[src/rtl/axis_flit_serializer_credit.sv]
// AXI-Stream to NoC flit serializer: splits each beat into SERIALIZATION_FACTOR flits, LSB slice first,
// and issues them under credit-based flow control against the downstream router input buffer.
module axis_flit_serializer_credit #(
  parameter int TDATA_WIDTH          = 128,
  parameter int SERIALIZATION_FACTOR = 1,
  parameter int DEST_WIDTH           = 6,
  parameter int FLIT_BUFFER_DEPTH    = 2,
  parameter int PACKET_MODE          = 0,
  localparam int FLIT_WIDTH          = TDATA_WIDTH / SERIALIZATION_FACTOR,
  localparam int CW                  = $clog2(FLIT_BUFFER_DEPTH + 1)
) (
  input  logic                   clk_noc,
  input  logic                   rst_n,
  input  logic                   axis_tvalid,
  output logic                   axis_tready,
  input  logic [TDATA_WIDTH-1:0] axis_tdata,
  input  logic                   axis_tlast,
  input  logic [DEST_WIDTH-1:0]  axis_tdest,
  output logic [FLIT_WIDTH-1:0]  data_out,
  output logic [DEST_WIDTH-1:0]  dest_out,
  output logic                   is_tail_out,
  output logic                   send_out,
  input  logic                   credit_in,
  output logic [CW-1:0]          credit_count,
  output logic                   credit_err
);

  localparam int IW = (SERIALIZATION_FACTOR > 1) ? $clog2(SERIALIZATION_FACTOR) : 1;
  localparam logic [IW-1:0] IDX_LAST = IW'(SERIALIZATION_FACTOR - 1);
  localparam logic [CW-1:0] CREDIT_MAX = CW'(FLIT_BUFFER_DEPTH);
  localparam logic PM_EN = (PACKET_MODE != 0);

  logic                   hold_valid_q, hold_valid_d;
  logic [TDATA_WIDTH-1:0] hold_data_q, hold_data_d;
  logic [DEST_WIDTH-1:0]  hold_dest_q, hold_dest_d;
  logic                   hold_last_q, hold_last_d;
  logic [IW-1:0]          idx_q, idx_d;
  logic [CW-1:0]          credit_q, credit_d;
  logic                   err_q, err_d;
  logic                   send_q, send_d;
  logic [FLIT_WIDTH-1:0]  data_q, data_d;
  logic [DEST_WIDTH-1:0]  dest_q, dest_d;
  logic                   tail_q, tail_d;

  logic [SERIALIZATION_FACTOR-1:0][FLIT_WIDTH-1:0] hold_flits;
  logic issue, issue_last, accept;

  assign hold_flits  = hold_data_q;
  assign issue       = hold_valid_q && (credit_q != '0);
  assign issue_last  = issue && (idx_q == IDX_LAST);
  assign axis_tready = !hold_valid_q || issue_last;
  assign accept      = axis_tvalid && axis_tready;

  always_comb begin
    hold_valid_d = hold_valid_q;
    hold_data_d  = hold_data_q;
    hold_dest_d  = hold_dest_q;
    hold_last_d  = hold_last_q;
    idx_d        = idx_q;
    credit_d     = credit_q;
    err_d        = err_q;
    send_d       = 1'b0;
    data_d       = data_q;
    dest_d       = dest_q;
    tail_d       = tail_q;

    if (issue) begin
      send_d = 1'b1;
      data_d = hold_flits[idx_q];
      dest_d = hold_dest_q;
      tail_d = issue_last && (PM_EN || hold_last_q);
      idx_d  = issue_last ? '0 : idx_q + IW'(1);
    end

    // A beat arriving on the wrap edge reloads the hold register in place of clearing it.
    if (issue_last) hold_valid_d = 1'b0;
    if (accept) begin
      hold_valid_d = 1'b1;
      hold_data_d  = axis_tdata;
      hold_dest_d  = axis_tdest;
      hold_last_d  = axis_tlast;
    end

    unique case ({issue, credit_in})
      2'b10: credit_d = credit_q - CW'(1);
      2'b01: begin
        if (credit_q == CREDIT_MAX) err_d = 1'b1;
        else                        credit_d = credit_q + CW'(1);
      end
      default: ;
    endcase
  end

  always_ff @(posedge clk_noc or negedge rst_n) begin
    if (!rst_n) begin
      hold_valid_q <= 1'b0;
      hold_data_q  <= '0;
      hold_dest_q  <= '0;
      hold_last_q  <= 1'b0;
      idx_q        <= '0;
      credit_q     <= CREDIT_MAX;
      err_q        <= 1'b0;
      send_q       <= 1'b0;
      data_q       <= '0;
      dest_q       <= '0;
      tail_q       <= 1'b0;
    end else begin
      hold_valid_q <= hold_valid_d;
      hold_data_q  <= hold_data_d;
      hold_dest_q  <= hold_dest_d;
      hold_last_q  <= hold_last_d;
      idx_q        <= idx_d;
      credit_q     <= credit_d;
      err_q        <= err_d;
      send_q       <= send_d;
      data_q       <= data_d;
      dest_q       <= dest_d;
      tail_q       <= tail_d;
    end
  end

  assign send_out     = send_q;
  assign data_out     = data_q;
  assign dest_out     = dest_q;
  assign is_tail_out  = tail_q;
  assign credit_count = credit_q;
  assign credit_err   = err_q;

endmodule

[config.mk]
export PLATFORM = sky130hd
export DESIGN_NAME = axis_flit_serializer_credit
export DESIGN_NICKNAME = d
export VERILOG_FILES = /design/src/rtl/axis_flit_serializer_credit.sv
export SDC_FILE = /design/constraint.sdc
export NUM_CORES = 1
export LEC_CHECK = 0
export CAP_MARGIN = 25
export CELL_PAD_IN_SITES_DETAIL_PLACEMENT = 1
export CELL_PAD_IN_SITES_GLOBAL_PLACEMENT = 1
export CORE_UTILIZATION = 38
export DETAILED_ROUTE_END_ITERATION = 8
export GPL_ROUTABILITY_DRIVEN = 0
export PLACE_DENSITY = 0.9
export SYNTH_ARGS = -nofsm -noshare
export SYNTH_HDL_FRONTEND = slang
export SYNTH_SLANG_ARGS = --single-unit
[constraint.sdc]
create_clock -name clk_noc -period 2.3 [get_ports clk_noc]
set_clock_uncertainty 0.05 [all_clocks]
set_input_delay 0.345 -clock clk_noc [delete_from_list [all_inputs] [get_ports clk_noc]]
set_output_delay 0.345 -clock clk_noc [all_outputs]
set_load 0.03 [all_outputs]
# Word level (Yosys, flattened, before mapping)
# Index checks and enable logic that the tools add are counted.
# totals
elab_cells,38
reg_bits,276
in_bits,139
# classes
n_eq_ne,4
n_addsub,3
n_bitwise,1
n_mux,7
order_cmp,1
n_reduce_logical,11
# op_table
operator,count
128-bit 2-to-1 mux,1
2-bit nonzero test,3
"2-bit == test, second input constant",2
1-bit logical AND,4
1-bit 2-to-1 mux,4
2-bit case mux with 2 select lines,1
2-bit AND reduction,2
"2-bit by 1-bit adder with 2-bit output, second input constant",1
"2-bit by 1-bit == test with 1-bit output, second input constant",1
2-bit 2-to-1 mux,1
"2-bit inequality test, second input constant",1
"2-bit by 1-bit subtractor with 2-bit output, second input constant",1
"1-bit adder, second input constant",1
1-bit logical NOT,1
1-bit logical OR,1
"1-bit < comparator, second input constant",1
1-bit inverter,1

# Logic depth before layout (Yosys ltp)
# Gate-level depths: netlist of the first run.
# logic_depth
ltp_word,6
ltp_mapped,6
depth_no_buf,4

# Least setup slack after synthesis of the first run
# OpenSTA, ideal clock, no wires.
# synth_timing
path_kind,register -> register
from,"reg credit_q[1], in the netlist credit_count[1]"
to,reg hold_data_q[43]
t_arrival_ns,1.645
synth_period_minus_slack_ns,1.820
setup_time_ns,0.125
slack_ns,0.480
path_buffers,3
stages_incl_launch_ff,7
cell_sequence,dfstp_2 -> o21bai_2 -> a21boi_2 -> buf_6 -> buf_8 -> buf_12 -> mux2_4
# synth_via
elab_chain_cells,5
# synth_rtl
element,line,text
from (decl),38,"logic [CW-1:0] credit_q, credit_d;"
from (signal assigned),113,credit_q <= credit_d;
2-bit nonzero test,49,assign issue = hold_valid_q && (credit_q != '0);
1-bit logical AND,49,
1-bit logical AND,50,assign issue_last = issue && (idx_q == IDX_LAST);
1-bit logical OR,51,assign axis_tready = !hold_valid_q || issue_last;
1-bit logical AND,52,assign accept = axis_tvalid && axis_tready;
to (signal assigned),109,hold_data_q <= hold_data_d;
to (decl),34,"logic [TDATA_WIDTH-1:0] hold_data_q, hold_data_d;"
# No other way between the ends.
# A chain may end at the register's enable or synchronous reset.

# Worst setup path after layout of the first run
# layout_timing
from,"reg credit_q[1], in the netlist credit_count[1]"
to,out axis_tready
# layout_via
elab_chain_cells,4
# layout_rtl
element,line,text
2-bit nonzero test,49,
1-bit logical AND,49,
1-bit logical AND,50,
1-bit logical OR,51,
to (decl),15,"output logic axis_tready,"
# No other way between the ends.

==> results.toml, run 1 <==
[die]
floorplan.initialDensity_pct = 39.0
floorplan.die_area_sq_um = 28500
floorplan.rows = 60
chipWidth_um = 169
floorplan.die.height_um = 169
floorplan.io_pins = 279
core_outline_area_sq_um = 27100

[clocking]
clock_buffers_created_by_tritoncts = 30
clk_pin_slew_worst_paths_ns = 0.06
clock_tree_from_tritoncts = "done"
clock_insertion_delay_worst_skew_ns = 0.54
cts_max_path_buffers = 3
h-tree-depth = 1
clock-sinks = 276
clk_root_buffer_cell = "sky130_fd_sc_hd__clkbuf_16"

[sta]
final.setup.worst_slack_ns = 0.0745
highest_clock_rate_ghz = 0.449
timing.final.crit_period_ns = 2.23
worst_case_headroom_to_the_max_slew_limit_pct = 53.7
worst_slew_pin_slew_ns = 0.694
worst_hold_slack_ns = 0.309
finalCritPeriodShare_pct = 96.8
setup_total_negative_slack_ns = 0
grt_setup_unrepaired = "false"
hold_fails_final_rpt = 0
finalSetupViolations = 0
timing.final.max_slew_violations = 0

[synthesis]
synth-warning-count = 0
post_synth_most_frequent_cells = "sky130_fd_sc_hd__nand2_1 (405), sky130_fd_sc_hd__dfrtp_1 (275), sky130_fd_sc_hd__mux2_2 (86)"
synth-edff-count = 0
yosys.cell_count.top_type = "sky130_fd_sc_hd__nand2_1"
synthCells = 879
synth-seq-area-share_pct = 65.3
synth_nets = 1018
postSynth.asyncResetShare_pct = 100
synth_cell_type_count = 27
synthesis.area_per_instance_sq_um = 12.0
ys.flop_type = "sky130_fd_sc_hd__dfrtp_1"
synth_top_area_share_pct = 65.1
synthTopCellsByArea = "sky130_fd_sc_hd__dfrtp_1 (65%), sky130_fd_sc_hd__nand2_1 (14%), sky130_fd_sc_hd__mux2_2 (9.2%), sky130_fd_sc_hd__mux2_4 (7.1%), sky130_fd_sc_hd__buf_12 (0.95%)"
syn_area_sq_um = 10600
ys_seq_elements = 276
yosys.area.top_type = "sky130_fd_sc_hd__dfrtp_1"

[global_routing]
grt_max_degree = 138
gr-usage-all-layers_pct = 21.6
globalRouteOverflowTotal = 0
number_of_antenna_violations_at_the_first_check_in_global_routing = 2
grt_pass1_vias = 8718
global_route_wire_length_before_repair_um = 48100

[critical_path]
cp_data_arrival_time_ns = 1.83
crit_path_cell_trace = "o21bai_2, nand2_1, clkdlybuf4s15_1"
cpMaxStageDelayCell = "sky130_fd_sc_hd__dfstp_2"
critPathLaunchType = "flop"
worst-path-max-fanout = 8
required_ns = 1.90
cp_slowest_stage_delay_ns = 0.64
criticalPathCategory = "flop to output pin"
type_of_element_capturing_the_critical_path = "output pin"

[placed_design]
numPlacedInstances = 1509
hpwl_um = 20400
post-place-ws_ns = 0.217
placement.cell_area_sq_um = 13900
io_buffers = 278

[routing]
route.detailed.drc = 0
via_count = 7488
dr.first_iter.drc_count = 342
detail_route.first_pass.iterations = 4
avgViaCountPerCell = 4.78
antenna_left = 0
drt-wirelength-per-cell_um = 19.3
routed_wl_um = 30200

[cells_and_area]
drive_above_1_share_pct = 18.1
layout.cell_area.non_filler_sq_um = 14900
final_core_utilization_pct = 54.8
syn_to_final_growth_pct = 40.5
fin_nets = 1309
finish.cell_count_without_fillers = 1565

[min_path]
min_path_type = "input pin to async pin"

[run]
max_cap_violations = 0

[pwr]
pwr_density_cell_nw_per_um2 = 1630
p_leak_nw = 6.97
total_power_mw = 24.2
peakVddDrop_v = 0.000833

[status]
run_status = "completed"
## flip-flops by register name, summed over array words and instances (netlist names)
name,cells
hold_data_q,128
send_out,1
hold_valid_q,1
hold_dest_q,6
credit_count,2
data_out,128
credit_err,1
idx_q,1
is_tail_out,1
hold_last_q,1
dest_out,6
## routing by layer
metal | global-route usage, % | vias up | wire length [um]
li1 | - | 3377 | -
met1 | 24.4 | 3809 | 11500
met2 | 38.9 | 232 | 15600
met3 | 5.59 | 70 | 1910
met4 | 8.70 | 0 | 1180
met5 | 0 | - | 0
## area by class of cell
class / instances / area (sq um)
sequential: 276 / 6910
multi-input combinational: 557 / 3370
clock buffer: 40 / 870
fill: 2796 / 12200
antenna: 2 / 5.00
tap: 372 / 465
inverter: 2 / 10.0
timing repair buffer: 303 / 3150
clock inverter: 13 / 73.8
## critical path: cells and delay by family (launching register included)
kind | cells | cell delay (ns)
flip-flops | 1 | 0.64
AO/OA/AOI/OAI | 1 | 0.11
AND/OR/NAND/NOR | 1 | 0.10
buffers and inverters | 1 | 0.44
## worst paths after layout
check,start,endpoint,slack (ns),depth (start not counted)
max,credit_count[1],axis_tready,0.07,3
min,rst_n,data_out[115],0.31,2
max reg2reg,credit_count[1],hold_data_q[121],0.32,5
min reg2reg,hold_data_q[42],data_out[42],0.42,2
max in group asynchronous,rst_n,credit_count[1],1.12,3
min in group clk_noc,axis_tdata[3],hold_data_q[3],0.36,2
## placed cells by master (no fill, tap or decap), types with 2 or more instances in the layout
master / netlist / routed
sky130_fd_sc_hd__buf_12: 5 / 14
sky130_fd_sc_hd__buf_4: 8 / 10
sky130_fd_sc_hd__clkbuf_1: 15 / 3
sky130_fd_sc_hd__clkbuf_16: 0 / 31
sky130_fd_sc_hd__clkbuf_8: 0 / 6
sky130_fd_sc_hd__clkdlybuf4s50_1: 0 / 275
sky130_fd_sc_hd__clkinv_2: 0 / 10
sky130_fd_sc_hd__clkinvlp_4: 0 / 2
sky130_fd_sc_hd__dfrtp_1: 275 / 275
sky130_fd_sc_hd__diode_2: 0 / 2
sky130_fd_sc_hd__mux2_2: 86 / 86
sky130_fd_sc_hd__mux2_4: 50 / 50
sky130_fd_sc_hd__nand2_1: 405 / 405
sky130_fd_sc_hd__nand2b_1: 3 / 3
sky130_fd_sc_hd__o21ai_0: 2 / 2
## cells by family (layout without fill, tap and decap cells)
group                  Yosys count  count (layout)  share of synthesized area, %
AO/OA/AOI/OAI                    7               7                         0.473
XOR/XNOR                         1               1                        0.0829
other                            0               2                             0
multiplexers                   137             137                          16.4
flip-flops                     276             276                          65.3
AND/OR/NAND/NOR                412             412                          14.8
buffers and inverters           46             358                          2.96
## where the power goes
part | switching (mW) | internal, mW | total (mW) | leakage, nW
logic | 6.32 | 4.69 | 11.0 | 3.20
registers | 1.39 | 7.26 | 8.66 | 3.30
clock network | 1.94 | 2.64 | 4.58 | 0.472
total | 9.65 | 14.6 | 24.2 | 6.97
## timing repair
action / 4_1_cts / 5_1_grt
buffers inserted: 0 / 0
hold endpoints to repair: 55 / 0
hold buffers: 1 / 0
gates resized for setup: 2 / 1
setup endpoints to repair: 2 / 1
No activity file was read; power rests on OpenSTA's default activity.
==> run 2, diff against run 1 <==
- CORE_ASPECT_RATIO: not set -> 0.75
==> results.toml, run 2 (synthesis gave the netlist of run 1 again) <==
[critical_path]
cp_data_arrival_time_ns = 1.80
type_of_element_capturing_the_critical_path = "output pin"
endpoint = "axis_tready"
worst-path-max-fanout = 8
critical_path.reg2reg.startpoint = "credit_count[1]"
setup.worst_path.start = "credit_count[1]"
critPathLaunchType = "flop"
r2r.worst_path.cells = 5
setup_slack_on_the_worst_flop_to_flop_path_ns = 0.30
criticalPathCategory = "flop to output pin"
worstReg2RegEnd = "hold_data_q[35]"
required_ns = 1.90

[global_routing]
number_of_antenna_violations_at_the_first_check_in_global_routing = 0
grt_max_degree = 138
global_route_wire_length_before_repair_um = 48900
grt_pass1_vias = 8531
globalRouteOverflowTotal = 0
gr-usage-all-layers_pct = 21.8

[routing]
route.detailed.drc = 0
detail_route.first_pass.iterations = 4
dr.first_iter.drc_count = 294
routed_wl_um = 30600
avgViaCountPerCell = 4.79
drt-wirelength-per-cell_um = 19.9
antenna_left = 0
via_count = 7357

[status]
run_status = "completed"

[die]
floorplan.die_area_sq_um = 28500
floorplan.die.height_um = 146
floorplan.io_pins = 279
chipWidth_um = 195
core_outline_area_sq_um = 27100
floorplan.initialDensity_pct = 39.0
floorplan.rows = 52

[sta]
timing.final.crit_period_ns = 2.20
grt_setup_unrepaired = "false"
worst_case_headroom_to_the_max_slew_limit_pct = 54.1
finalSetupViolations = 0
timing.final.max_slew_violations = 0
worst_slew_pin_slew_ns = 0.688
hold_fails_final_rpt = 0
highest_clock_rate_ghz = 0.455
finalCritPeriodShare_pct = 95.5
final.setup.worst_slack_ns = 0.104
setup_total_negative_slack_ns = 0

[placed_design]
hpwl_um = 19900
io_buffers = 278
post-place-ws_ns = 0.221
placement.cell_area_sq_um = 13800

[cells_and_area]
mostFrequentLayoutCell = "sky130_fd_sc_hd__nand2_1"
final.fill_count = 2773
syn_to_final_growth_pct = 39.3
fin_nets = 1304
multi_input_area_sq_um = 3370
final_core_utilization_pct = 54.3
layout.cell_area.non_filler_sq_um = 14700
seq_area_sq_um = 6910
layout_common_cells = "sky130_fd_sc_hd__nand2_1 (405), sky130_fd_sc_hd__dfrtp_1 (275), sky130_fd_sc_hd__clkdlybuf4s50_1 (274), sky130_fd_sc_hd__mux2_2 (86), sky130_fd_sc_hd__mux2_4 (50)"
antennaDiodeCount = 0
drive_above_1_share_pct = 17.7

[clocking]
clock_insertion_delay_worst_skew_ns = 0.54
cts_max_path_buffers = 3
post_cts_buffers = 0
clk_pin_slew_worst_paths_ns = 0.06
clock-sinks = 276
clock_tree_from_tritoncts = "done"
h-tree-depth = 1
clock_buffers_created_by_tritoncts = 27
clk_root_buffer_cell = "sky130_fd_sc_hd__clkbuf_16"

[pwr]
p_leak_nw = 6.93
pwr_density_cell_nw_per_um2 = 1640
peakVddDrop_v = 0.000886

[min_path]
min_path_type = "input pin to async pin"

[run]
max_cap_violations = 0
## run 2: cell types whose count changed in the layout (fill, tap and decap cells not counted), sizes merged
cell / change
clkinv: -4
buf: -2
bufinv: +2
clkbuf: -2
diode: -2
clkdlybuf4s15: -1
clkdlybuf4s50: -1
dlygate4sd2: +1
dlymetal6s2s: +1
inv: +1
## run 2: final cells by class
cell class	count	area share, %
Inverter	2	0.0680
Clock buffer	38	5.34
Clock inverter	12	0.833
Multi-Input combinational cell	557	22.9
Tap cell	351	2.98
Sequential cell	276	46.9
Timing Repair Buffer	301	21.0
## run 2: what timing repair did
| action | CTS | global route |
|---|---|---|
| hold endpoints to repair | 52 | 0 |
| setup endpoints to repair | 2 | 1 |
| gates resized for setup | 2 | 1 |
| hold buffers | 1 | 0 |
## run 2: worst min-delay path by stage
stage	start	to	slack, ns	cells after the start
2_1_floorplan	rst_n	credit_count[0]	-0.0006	0
3_3_place_gp	rst_n	data_out[78]	0.25	1
3_5_place_dp	rst_n	hold_data_q[78]	0.25	1
4_1_cts	rst_n	hold_data_q[77]	0.28	2
5_1_grt	rst_n	data_out[78]	0.28	2
6_report	rst_n	data_out[78]	0.27	2
## run 2: per-layer routing
layer	global-route usage (%)	share of wire, %
met1	26.4	41
met4	5.12	2.2
met5	0	0
met2	38.0	49
met3	6.75	7.6
## run 2: power breakdown
| group | leakage, nW | internal, mW | switching (mW) | total (mW) |
|---|---|---|---|---|
| Combinational | 3.18 | 4.60 | 6.31 | 10.9 |
| Sequential | 3.30 | 7.26 | 1.48 | 8.74 |
| Clock | 0.448 | 2.61 | 1.90 | 4.51 |
## run 2: stage by stage
| step | std cells | hold WS (ns) | total power, mW |
|---|---|---|---|
| after CTS | 1537 | 0.278 | 24.5 |
| after detailed placement | 1486 | 0.255 | 19.7 |
| after global routing | 1537 | 0.284 | 25.5 |
| after floorplan | 879 | -0.000591 | 15.1 |
| after global placement | 1486 | 0.251 | 19.0 |
| final | 1537 | 0.273 | 24.2 |
## run 2: critical path: stages, from the launching register on
cell	delay, ns
sky130_fd_sc_hd__dfstp_2	0.64
sky130_fd_sc_hd__o21bai_2	0.11
sky130_fd_sc_hd__nand2_1	0.11
sky130_fd_sc_hd__dlygate4sd2_1	0.40
